<file path="src/rtl/posit_batch_sequencer_if.sv">
// rtl/posit_batch_sequencer_if.sv - memory-port and posit-unit handshake bundle for posit_batch_sequencer
interface posit_batch_sequencer_if #(
    parameter int ADDR_W = 12,
    parameter int WORD_W = 32
);
    logic [ADDR_W-1:0] m0_address;
    logic              m0_chipselect;
    logic              m0_clken;
    logic              m0_write;
    logic [7:0]        m0_writedata;
    logic [7:0]        m0_readdata;

    logic [ADDR_W-1:0] m1_address;
    logic              m1_chipselect;
    logic              m1_clken;
    logic              m1_write;
    logic [7:0]        m1_writedata;
    logic [7:0]        m1_readdata;

    logic              op_valid;
    logic              op_ready;
    logic [WORD_W-1:0] op_a;
    logic [WORD_W-1:0] op_b;
    logic              res_valid;
    logic [WORD_W-1:0] res_data;

    modport master (
        output m0_address, m0_chipselect, m0_clken, m0_write, m0_writedata,
        input  m0_readdata,
        output m1_address, m1_chipselect, m1_clken, m1_write, m1_writedata,
        input  m1_readdata,
        output op_valid, op_a, op_b,
        input  op_ready, res_valid, res_data
    );

    modport slave (
        input  m0_address, m0_chipselect, m0_clken, m0_write, m0_writedata,
        output m0_readdata,
        input  m1_address, m1_chipselect, m1_clken, m1_write, m1_writedata,
        output m1_readdata,
        input  op_valid, op_a, op_b,
        output op_ready, res_valid, res_data
    );
endinterface

</file>
<file path="src/rtl/posit_batch_sequencer.sv">
// rtl/posit_batch_sequencer.sv - streams operand pairs to a posit unit and stores results to memory
// Optional cycle counter output enabled by POSIT_SEQ_CYCLE_COUNT_EN.
module posit_batch_sequencer #(
    parameter int ADDR_W     = 12,
    parameter int WORD_W     = 32,
    parameter int MEM_RD_LAT = 1,
    parameter int CNT_W      = 10
) (
    input  logic             clock,
    input  logic             reset,
    input  logic             start,
    input  logic [CNT_W-1:0] num_ops,
    output logic             busy,
    output logic             completed,
`ifdef POSIT_SEQ_CYCLE_COUNT_EN
    output logic [31:0]      cycle_count,
`endif
    posit_batch_sequencer_if.master bus
);
    localparam int B       = WORD_W / 8;
    localparam int NB      = 2 * B;
    localparam int MAX_OPS = (1 << ADDR_W) / NB;
    localparam int CW      = $clog2(MAX_OPS + 1);
    localparam int BCW     = $clog2(NB + 1);

    localparam logic [BCW-1:0] NB_L        = BCW'(NB);
    localparam logic [BCW-1:0] LAST_BYTE_L = BCW'(NB - 1);
    localparam logic [BCW-1:0] LAST_ST_L   = BCW'(B - 1);
    localparam logic [CW-1:0]  MAX_L       = CW'(MAX_OPS);

    typedef enum logic [2:0] {
        S_IDLE, S_FETCH, S_ISSUE, S_WAIT, S_STORE, S_DONE
    } state_t;

    state_t                  state_q, state_d;
    logic [CW-1:0]           count_q, count_d;
    logic [CW-1:0]           idx_q, idx_d;
    logic [BCW-1:0]          rd_cnt_q, rd_cnt_d;
    logic [BCW-1:0]          cap_cnt_q, cap_cnt_d;
    logic [BCW-1:0]          st_cnt_q, st_cnt_d;
    logic [ADDR_W-1:0]       rd_addr_q, rd_addr_d;
    logic [ADDR_W-1:0]       wr_addr_q, wr_addr_d;
    logic [MEM_RD_LAT-1:0]   vld_q, vld_d;
    logic [2*WORD_W-1:0]     pair_q, pair_d;
    logic [WORD_W-1:0]       res_q, res_d;
    logic                    busy_q, busy_d;
    logic                    completed_q, completed_d;

    logic                    issue;
    logic                    capture;
    logic [31:0]             req32;
    logic [CW-1:0]           sat_cnt;
    logic                    accept;
    logic                    unused_rd;

    assign unused_rd = ^bus.m1_readdata;

    assign issue   = (state_q == S_FETCH) && (rd_cnt_q < NB_L);
    assign capture = vld_q[MEM_RD_LAT-1];
    assign accept  = (state_q == S_IDLE) && start;
    assign req32   = 32'(num_ops);
    assign sat_cnt = (req32 > 32'(MAX_OPS)) ? MAX_L : CW'(req32);

    always_comb begin
        state_d     = state_q;
        count_d     = count_q;
        idx_d       = idx_q;
        rd_cnt_d    = rd_cnt_q;
        cap_cnt_d   = cap_cnt_q;
        st_cnt_d    = st_cnt_q;
        rd_addr_d   = rd_addr_q;
        wr_addr_d   = wr_addr_q;
        pair_d      = pair_q;
        res_d       = res_q;
        busy_d      = busy_q;
        completed_d = completed_q;

        // Read-valid tags travel alongside the memory latency so capture needs no address compare.
        vld_d    = '0;
        vld_d[0] = issue;
        for (int i = 1; i < MEM_RD_LAT; i++) vld_d[i] = vld_q[i-1];

        if (issue) begin
            rd_cnt_d  = rd_cnt_q + BCW'(1);
            rd_addr_d = rd_addr_q + ADDR_W'(1);
        end
        if (capture) begin
            pair_d    = {bus.m0_readdata, pair_q[2*WORD_W-1:8]};
            cap_cnt_d = cap_cnt_q + BCW'(1);
        end

        unique case (state_q)
            S_IDLE: begin
                if (start) begin
                    completed_d = 1'b0;
                    busy_d      = 1'b1;
                    count_d     = sat_cnt;
                    idx_d       = '0;
                    rd_cnt_d    = '0;
                    cap_cnt_d   = '0;
                    rd_addr_d   = '0;
                    wr_addr_d   = '0;
                    state_d     = (sat_cnt == '0) ? S_DONE : S_FETCH;
                end
            end
            S_FETCH: begin
                if (capture && (cap_cnt_q == LAST_BYTE_L)) state_d = S_ISSUE;
            end
            S_ISSUE: begin
                if (bus.op_ready) state_d = S_WAIT;
            end
            S_WAIT: begin
                if (bus.res_valid) begin
                    res_d    = bus.res_data;
                    st_cnt_d = '0;
                    state_d  = S_STORE;
                end
            end
            S_STORE: begin
                res_d     = res_q >> 8;
                st_cnt_d  = st_cnt_q + BCW'(1);
                wr_addr_d = wr_addr_q + ADDR_W'(1);
                if (st_cnt_q == LAST_ST_L) begin
                    if (idx_q + CW'(1) == count_q) begin
                        state_d = S_DONE;
                    end else begin
                        idx_d     = idx_q + CW'(1);
                        rd_cnt_d  = '0;
                        cap_cnt_d = '0;
                        state_d   = S_FETCH;
                    end
                end
            end
            S_DONE: begin
                busy_d      = 1'b0;
                completed_d = 1'b1;
                state_d     = S_IDLE;
            end
            default: state_d = S_IDLE;
        endcase
    end

    always_ff @(posedge clock) begin
        if (reset) begin
            state_q     <= S_IDLE;
            count_q     <= '0;
            idx_q       <= '0;
            rd_cnt_q    <= '0;
            cap_cnt_q   <= '0;
            st_cnt_q    <= '0;
            rd_addr_q   <= '0;
            wr_addr_q   <= '0;
            vld_q       <= '0;
            pair_q      <= '0;
            res_q       <= '0;
            busy_q      <= 1'b0;
            completed_q <= 1'b0;
        end else begin
            state_q     <= state_d;
            count_q     <= count_d;
            idx_q       <= idx_d;
            rd_cnt_q    <= rd_cnt_d;
            cap_cnt_q   <= cap_cnt_d;
            st_cnt_q    <= st_cnt_d;
            rd_addr_q   <= rd_addr_d;
            wr_addr_q   <= wr_addr_d;
            vld_q       <= vld_d;
            pair_q      <= pair_d;
            res_q       <= res_d;
            busy_q      <= busy_d;
            completed_q <= completed_d;
        end
    end

`ifdef POSIT_SEQ_CYCLE_COUNT_EN
    logic [31:0] cyc_q, cyc_d;

    always_comb begin
        cyc_d = cyc_q;
        if (accept) begin
            cyc_d = '0;
        end else if (busy_q && (cyc_q != 32'hFFFF_FFFF)) begin
            cyc_d = cyc_q + 32'd1;
        end
    end

    always_ff @(posedge clock) begin
        if (reset) cyc_q <= '0;
        else       cyc_q <= cyc_d;
    end

    assign cycle_count = cyc_q;
`else
    logic unused_accept;
    assign unused_accept = accept;
`endif

    assign busy      = busy_q;
    assign completed = completed_q;

    assign bus.op_valid = (state_q == S_ISSUE);
    assign bus.op_a     = pair_q[WORD_W-1:0];
    assign bus.op_b     = pair_q[2*WORD_W-1:WORD_W];

    assign bus.m0_chipselect = issue;
    assign bus.m0_clken      = issue;
    assign bus.m0_address    = issue ? rd_addr_q : '0;
    assign bus.m0_write      = 1'b0;
    assign bus.m0_writedata  = 8'h00;

    assign bus.m1_write      = (state_q == S_STORE);
    assign bus.m1_chipselect = (state_q == S_STORE);
    assign bus.m1_clken      = (state_q == S_STORE);
    assign bus.m1_address    = (state_q == S_STORE) ? wr_addr_q : '0;
    assign bus.m1_writedata  = (state_q == S_STORE) ? res_q[7:0] : 8'h00;
endmodule

</file>
<file path="src/flat_wrapper.sv">
// flat-port wrapper written by rule: the top's interface ports become plain ports
module posit_batch_sequencer_flat 
#(
    parameter int ADDR_W     = 12,
    parameter int WORD_W     = 32,
    parameter int MEM_RD_LAT = 1,
    parameter int CNT_W      = 10
)
  (clock, reset, start, num_ops, busy, completed, bus_m0_address, bus_m0_chipselect, bus_m0_clken, bus_m0_write, bus_m0_writedata, bus_m0_readdata, bus_m1_address, bus_m1_chipselect, bus_m1_clken, bus_m1_write, bus_m1_writedata, bus_m1_readdata, bus_op_valid, bus_op_a, bus_op_b, bus_op_ready, bus_res_valid, bus_res_data);
  posit_batch_sequencer_if #(.ADDR_W(ADDR_W), .WORD_W(WORD_W)) bus_i ();
  input  logic clock;
  input  logic reset;
  input  logic start;
  input  logic [CNT_W-1:0] num_ops;
  output logic busy;
  output logic completed;
  output wire logic [$bits(bus_i.m0_address)-1:0] bus_m0_address;
  output wire logic [$bits(bus_i.m0_chipselect)-1:0] bus_m0_chipselect;
  output wire logic [$bits(bus_i.m0_clken)-1:0] bus_m0_clken;
  output wire logic [$bits(bus_i.m0_write)-1:0] bus_m0_write;
  output wire logic [$bits(bus_i.m0_writedata)-1:0] bus_m0_writedata;
  input wire logic [$bits(bus_i.m0_readdata)-1:0] bus_m0_readdata;
  output wire logic [$bits(bus_i.m1_address)-1:0] bus_m1_address;
  output wire logic [$bits(bus_i.m1_chipselect)-1:0] bus_m1_chipselect;
  output wire logic [$bits(bus_i.m1_clken)-1:0] bus_m1_clken;
  output wire logic [$bits(bus_i.m1_write)-1:0] bus_m1_write;
  output wire logic [$bits(bus_i.m1_writedata)-1:0] bus_m1_writedata;
  input wire logic [$bits(bus_i.m1_readdata)-1:0] bus_m1_readdata;
  output wire logic [$bits(bus_i.op_valid)-1:0] bus_op_valid;
  output wire logic [$bits(bus_i.op_a)-1:0] bus_op_a;
  output wire logic [$bits(bus_i.op_b)-1:0] bus_op_b;
  input wire logic [$bits(bus_i.op_ready)-1:0] bus_op_ready;
  input wire logic [$bits(bus_i.res_valid)-1:0] bus_res_valid;
  input wire logic [$bits(bus_i.res_data)-1:0] bus_res_data;
  assign bus_m0_address = bus_i.m0_address;
  assign bus_m0_chipselect = bus_i.m0_chipselect;
  assign bus_m0_clken = bus_i.m0_clken;
  assign bus_m0_write = bus_i.m0_write;
  assign bus_m0_writedata = bus_i.m0_writedata;
  assign bus_i.m0_readdata = bus_m0_readdata;
  assign bus_m1_address = bus_i.m1_address;
  assign bus_m1_chipselect = bus_i.m1_chipselect;
  assign bus_m1_clken = bus_i.m1_clken;
  assign bus_m1_write = bus_i.m1_write;
  assign bus_m1_writedata = bus_i.m1_writedata;
  assign bus_i.m1_readdata = bus_m1_readdata;
  assign bus_op_valid = bus_i.op_valid;
  assign bus_op_a = bus_i.op_a;
  assign bus_op_b = bus_i.op_b;
  assign bus_i.op_ready = bus_op_ready;
  assign bus_i.res_valid = bus_res_valid;
  assign bus_i.res_data = bus_res_data;
  posit_batch_sequencer #(.ADDR_W(ADDR_W), .WORD_W(WORD_W), .MEM_RD_LAT(MEM_RD_LAT), .CNT_W(CNT_W)) u_core (.clock(clock), .reset(reset), .start(start), .num_ops(num_ops), .busy(busy), .completed(completed), .bus(bus_i));
endmodule
</file>
<file path="config.mk">
export PLATFORM = sky130hd
export DESIGN_NAME = posit_batch_sequencer_flat
export DESIGN_NICKNAME = d
export VERILOG_FILES = /design/src/rtl/posit_batch_sequencer_if.sv /design/src/rtl/posit_batch_sequencer.sv /design/src/flat_wrapper.sv
export SDC_FILE = /design/constraint.sdc
export NUM_CORES = 1
export LEC_CHECK = 0
export ABC_AREA = 1
export CAP_MARGIN = 25
export CORE_MARGIN = 2
export CORE_UTILIZATION = 35
export DETAILED_ROUTE_END_ITERATION = 12
export DONT_BUFFER_PORTS = 1
export PLACE_DENSITY = 0.48
export SLEW_MARGIN = 15
export SYNTH_ARGS = -nofsm -noshare
export SYNTH_HDL_FRONTEND = slang
export SYNTH_SLANG_ARGS = --single-unit
export TNS_END_PERCENT = 10
</file>
<file path="constraint.sdc">
create_clock -name clock -period 3 [get_ports clock]
set_input_delay 0.6 -clock clock [delete_from_list [all_inputs] [get_ports clock]]
set_output_delay 0.6 -clock clock [all_outputs]
set_load 0.005 [all_outputs]
</file>
==> qor.yml, run 1 <==
ant_nets: 0
dieWidth_um: 143
dp_slack_ns: 0.811
grt_pass1_wl_um: 27900
dr.pass1.iters: 4
antenna_found_initial: 0
post_cts_buffers: 0
r2r_setup_slack_ns: 0.84
drive_gt1_share_pct: 7.11
period_share_pct: 80.1
synthesis.instances: 951
dr.first_iter.drc_count: 291
clock_latency_ns: 0.42
drv_slew: 0
wl_um: 17200
maxCapViolations: 0
tightest_slew_ns: 0.680
wl_per_cell_um: 14.2
synthDistinctLibCells: 43
grt-ovfl-total: 0
r2r.worst_path.cells: 13
clk_path_buf_depth: 2
r2r_end: "u_core.rd_cnt_q[1]"
crit_end: "bus_m0_address[3]"
synth_flop_cell: "dfxtp_1"
numCtsBuffers: 17
arrival_ns: 1.80
rsz0062_at_grt: "false"
hold_ws_ns: 0.246
dieArea_mm2: 0.0206
worstSetupStartpointType: "flip-flop"
r2r-start: "u_core.idx_q[0]"
final_hold_viol_count: 0
syn_area_mm2: 0.00681
clkTransAtPathRegs_ns: 0.06
rows: 51
skew_ns: 0.0109
syn_area_per_cell_um2: 7.16
crit_path_max_incr_delay_ns: 0.33
cts_hold_buf: 0
cts-root-buf: "clkbuf_16"
seq_area_frac_synth_pct: 46.5
cts_max_level: 4
grt_pass1_vias: 5416
routabilityCongestion: 0.754
ys_warn_count: 0
io_buffers: 0
hold_class: "primary input to flip-flop"
diodes: 0
place_hpwl_um: 11500
fin_util_pct: 39.5
vias_per_cell: 4.81
fin_crit_ns: 2.40
grt_max_degree: 69
fp.dieH_um: 143
fmax_mhz: 416
required_ns: 2.40
track_usage_pct: 16.8
synth_edf_count: 0
startpoint: "u_core.state_q[1]"
crit_path_end_kind: "output pin"
clock_sinks: 158
area_delta_synth_final_pct: 11.7
crit_slowest_cell: "dfxtp_1"
cts_tree: "yes"
core_area_mm2: 0.0193
setup_tns_ns: 0
status: "completed"
initial_core_util_pct: 35.3
setup_violations: 0
p_leak_nw: 2.90
synth_seq_cells: 158
ctsResizeCount: 0
ir_drop_uv: 373
worst_slack_ns: 0.596
ios: 176
fin_nets: 999
path_cells: "inv_1 > nand3_2 > nor2_4 > inv_1 > nor2_1"
path_class: "flip-flop to output pin"
finalPower_w: 0.00618
synthArstFlopShare_pct: 0
num_vias: 5807
path_max_fanout: 15
fillerInstances: 2101
path_common_cell: "inv_1"
relSlewSlack_pct: 54.3
drc: 0
powerDensity_mw_per_mm2: 813
==> worst min-delay path by stage <==
stage	to	startpoint	cells after the start	slack (ns)
final	u_core.idx_q[6]	reset	1	0.25
after global routing	u_core.idx_q[5]	reset	1	0.21
after CTS	u_core.idx_q[5]	reset	1	0.22
after detailed placement	u_core.res_q[29]	u_core.res_q[29]	2	0.45
after global placement	u_core.res_q[26]	u_core.res_q[26]	2	0.44
after floorplan	u_core.res_q[26]	u_core.res_q[26]	2	0.44
==> metal layers <==
layer	up-vias	wire length, um	GRT usage (%)
li1	3013	-	-
met1	2656	7840	21.1
met5	-	0	0
met4	0	140	3.87
met3	12	1280	6.70
met2	126	7890	27.3
==> worst max-delay path, delay by kind of cell (launching register included) <==
| kind | cells | cell delay (ns) |
|---|---|---|
| and+or+nand+nor | 3 | 0.65 |
| buffers and inverters | 2 | 0.40 |
| DFF | 1 | 0.33 |
==> logic make-up (layout without fill, tap and decap cells) <==
| family | Yosys count | count (layout) | synth area share (%) |
|---|---|---|---|
| AND/OR/NAND/NOR | 474 | 474 | 28.7 |
| AO/OA/AOI/OAI | 160 | 160 | 13.6 |
| XOR/XNOR | 11 | 11 | 1.42 |
| flip-flops | 158 | 158 | 46.5 |
| adder cells (fa/ha/maj) | 7 | 7 | 1.29 |
| buffers and inverters | 140 | 123 | 8.56 |
| other | 1 | 9 | 0.0551 |
==> synthesized netlist by cell type (9+ instances only) <==
cell type | count | share of area [%]
nor3_1 | 15 | 1.1
nand2_1 | 182 | 10
dfxtp_1 | 158 | 46
o22ai_1 | 9 | 0.83
inv_1 | 77 | 4.2
buf_4 | 12 | 1.3
nor2_1 | 211 | 12
xor2_1 | 9 | 1.2
nand3_1 | 40 | 2.9
a21oi_1 | 21 | 1.5
a31oi_1 | 27 | 2.5
o21ai_0 | 80 | 5.9
clkbuf_1 | 32 | 1.8
==> power by group <==
| group | switching (W) | internal (W) | total, W |
|---|---|---|---|
| clock | 0.000893 | 0.00143 | 0.00232 |
| sequential | 0.000293 | 0.00241 | 0.00270 |
| combinational | 0.000835 | 0.000324 | 0.00116 |
| total | 0.00202 | 0.00416 | 0.00618 |
==> registers in the layout, summed over array words and instances, names as in the netlist <==
name,cells
u_core.count_q,10
u_core.st_cnt_q,4
u_core.busy,1
u_core.pair_q,64
u_core.idx_q,10
u_core.rd_addr_q,12
u_core.capture,1
u_core.completed,1
u_core.res_q,32
u_core.cap_cnt_q,4
u_core.wr_addr_q,12
u_core.state_q,3
u_core.rd_cnt_q,4
==> stage by stage <==
step	std cells	cell area [um^2]
global placement	1175	6970
global route	1207	7600
detailed placement	1175	6970
CTS	1207	7600
finish	1207	7600
floorplan	959	6840
==> layout make-up <==
| cell class | instances | area, um^2 | share of cell area (%) |
|---|---|---|---|
| clock buffers | 21 | 450 | 5.92 |
| clock inverters | 11 | 180 | 2.37 |
| inverters | 84 | 315 | 4.15 |
| multi-input cells | 661 | 3100 | 40.7 |
| flip-flops and latches | 158 | 3160 | 41.6 |
| well taps | 265 | 332 | 4.36 |
| repair buffers | 7 | 65.1 | 0.856 |
==> layout by cell type, fill, tap and decap left out, types with 2 or more instances in the layout <==
master     instances
nor2_4             2
a211oi_1           4
conb_1             9
clkbuf_16         17
nand3_1           40
nand2_2            3
o22ai_1            9
nor3b_1            2
nand3_2            2
clkinv_4           3
clkbuf_1           3
nand4_1            5
nor2_1           211
nand3b_1           3
nor2_2             5
dfxtp_1          157
xor2_1             9
a21oi_1           21
bufinv_16          4
a221oi_1           3
nand2_1          182
buf_4              6
xnor2_1            2
o21ai_0           80
a31oi_1           27
inv_2              8
ha_1               7
inv_6              3
nor4_1             2
nor3_1            15
a21oi_2            7
inv_1             76
Power figures use the tool's default switching activity.
==> run 2, diff against run 1 <==
==> constraint.sdc (replaced) <==
create_clock -name clock -period 2.5 [get_ports clock]
set_input_delay 0.5 -clock clock [delete_from_list [all_inputs] [get_ports clock]]
set_output_delay 0.5 -clock clock [all_outputs]
set_load 0.005 [all_outputs]
==> run 2 against run 1 <==
  * Clock power increased by 20%
  * Design area decreased by 0.12%
  * Via count decreased by 0.36%
  * Register-to-register slack got worse by 0.48 ns
  * Wire length about the same
  * Combinational power increased by 21%
  * First-iteration DRC count increased by 1.7%
  * Sequential share of layout area about the same
  * Final cell count increased by 0.17%
  * Core utilization about the same
  * Critical path depth unchanged
  * Largest power group unchanged
==> qor.yml, run 2 (synthesized netlist as in run 1, its figures left out) <==
status: "completed"  # unchanged
wl_um: 17100  # was 17200 um
grt-ovfl-total: 0  # unchanged
fin_crit_ns: 2.25
crit_slowest_cell: "dfxtp_1"  # unchanged
layout_commonest_cell: "nor2_1"  # unchanged
grt_pass1_wl_um: 27500  # was 27900 um
dieWidth_um: 143  # unchanged
antenna_found_initial: 0  # unchanged
tightest_slew_ns: 0.668  # was 0.680 ns
num_vias: 5786  # was 5807
r2r.worst_path.cells: 13  # unchanged
period_share_pct: 89.9
crit_path_max_incr_delay_ns: 0.33  # about the same
dieArea_mm2: 0.0206  # unchanged
path_max_fanout: 15  # unchanged
setup_violations: 0  # unchanged
clock_sinks: 158  # unchanged
diodes: 0  # unchanged
setup_tns_ns: 0  # unchanged
r2r_end: "u_core.cap_cnt_q[1]"  # was u_core.rd_cnt_q[1]
fp.dieH_um: 143  # unchanged
post_cts_buffers: 0  # unchanged
initial_core_util_pct: 35.3  # unchanged
ant_nets: 0  # unchanged
dr.first_iter.drc_count: 296  # was 291
critPathTopFamily: "simple AND/OR/NAND/NOR gates"  # unchanged
clk_path_buf_depth: 2  # unchanged
cts_max_level: 4  # unchanged
p_leak_nw: 2.90  # about the same
drc: 0  # unchanged
grt_max_degree: 69  # unchanged
track_usage_pct: 16.7  # was 16.8%
routabilityCongestion: 0.795  # was 0.754
wl_per_cell_um: 14.2  # about the same
ios: 176  # unchanged
powerDensity_mw_per_mm2: 976  # was 813 mW/mm^2
rsz0062_at_grt: "false"  # unchanged
hold_class: "primary input to flip-flop"  # unchanged
clkTransAtPathRegs_ns: 0.07  # was 0.06 ns
drive_gt1_share_pct: 7.42  # was 7.11%
hold_ws_ns: 0.155  # was 0.246 ns
numCtsBuffers: 17  # unchanged
cts_hold_buf: 0  # unchanged
core_area_mm2: 0.0193  # unchanged
crit_path_end_kind: "output pin"  # unchanged
drv_slew: 0  # unchanged
ctsResizeCount: 0  # unchanged
skew_ns: 0.00885  # was 0.0109 ns
area_delta_synth_final_pct: 11.6  # was 11.7%
crit_buf_inv: 2  # unchanged
path_cells: "inv_1 > nand3_2 > nor2_4 > inv_1 > nor2_1"  # unchanged
clock_latency_ns: 0.42  # about the same
startpoint: "u_core.state_q[1]"  # unchanged
path_depth: 5  # unchanged
grt_pass1_vias: 5395  # was 5416
path_common_cell: "inv_1"  # unchanged
maxCapViolations: 0  # unchanged
cts_tree: "yes"  # unchanged
top_regs: "u_core.pair_q (64), u_core.res_q (32)"  # unchanged
crit_end: "bus_m0_address[2]"  # was bus_m0_address[3]
cts-root-buf: "clkbuf_16"  # unchanged
hold_depth: 1  # unchanged
largest-register: "u_core.pair_q"  # unchanged
r2r_setup_slack_ns: 0.36  # was 0.84 ns
arrival_ns: 1.75  # was 1.80 ns
fmax_mhz: 445
fin_nets: 1001  # was 999
place_hpwl_um: 11600  # was 11500 um
final_hold_viol_count: 0  # unchanged
io_buffers: 0  # unchanged
largest_reg_flops: 64  # unchanged
final_cell_mix: "211 x nor2_1, 182 x nand2_1, 157 x dfxtp_1"  # unchanged
rows: 51  # unchanged
dr.pass1.iters: 6  # was 4
ir_drop_uv: 446  # was 373 uV
worstSetupStartpointType: "flip-flop"  # unchanged
vias_per_cell: 4.79  # was 4.81
relSlewSlack_pct: 55.1  # was 54.3%
r2r-start: "u_core.idx_q[0]"  # unchanged
path_class: "flip-flop to output pin"  # unchanged
required_ns: 2.00  # was 2.40 ns
## run 2: cell count changes in the layout (fill, tap and decap cells not counted)
cell	previous run	this run
clkbuf_1	3	2
clkinv_2	0	3
clkbuf_8	1	0
buf_4	6	9
buf_12	1	0
clkinv_4	3	2
## run 2: layout make-up
cell class	instances	area, um^2
clock buffer	19	433
clock inverter	13	186
tap	265	332
timing repair buffer	9	67.6
multi-input combinational	661	3100
sequential	158	3160
fill	2055	11700
inverter	84	315
## run 2: worst min path at each step
stage / startpoint / endpoint / slack [ns]
after floorplan: u_core.res_q[26] / u_core.res_q[26] / 0.44
after global placement: u_core.res_q[26] / u_core.res_q[26] / 0.44
after detailed placement: u_core.res_q[26] / u_core.res_q[26] / 0.45
after CTS: reset / u_core.idx_q[5] / 0.13
after global routing: reset / u_core.idx_q[6] / 0.12
final: reset / u_core.idx_q[5] / 0.16
## run 2: stage by stage
step / area [um^2] / setup slack [ns] / cells / power (W) / utilization (%)
after floorplan: 6840 / 0.672 / 959 / 0.00433 / -
after global placement: 6980 / 0.350 / 1177 / 0.00472 / 36.2
after detailed placement: 6980 / 0.340 / 1177 / 0.00473 / 36.2
after CTS: 7590 / 0.198 / 1209 / 0.00752 / 39.4
after global routing: 7590 / 0.0533 / 1209 / 0.00789 / 39.4
final: 7590 / 0.252 / 1209 / 0.00741 / 39.4
## run 2: power breakdown
part	switching, W	internal (W)
combinational	0.00100	0.000393
clock	0.00110	0.00168
sequential	0.000350	0.00289
## run 2: layer usage
layer / vias up / GRT usage (%) / part of all wire, %
met1: 2658 / 21.5 / 47
met3: 9 / 6.56 / 6.6
li1: 3008 / - / -
met4: 0 / 3.41 / 0.79
met5: - / 0 / 0
met2: 111 / 26.5 / 45
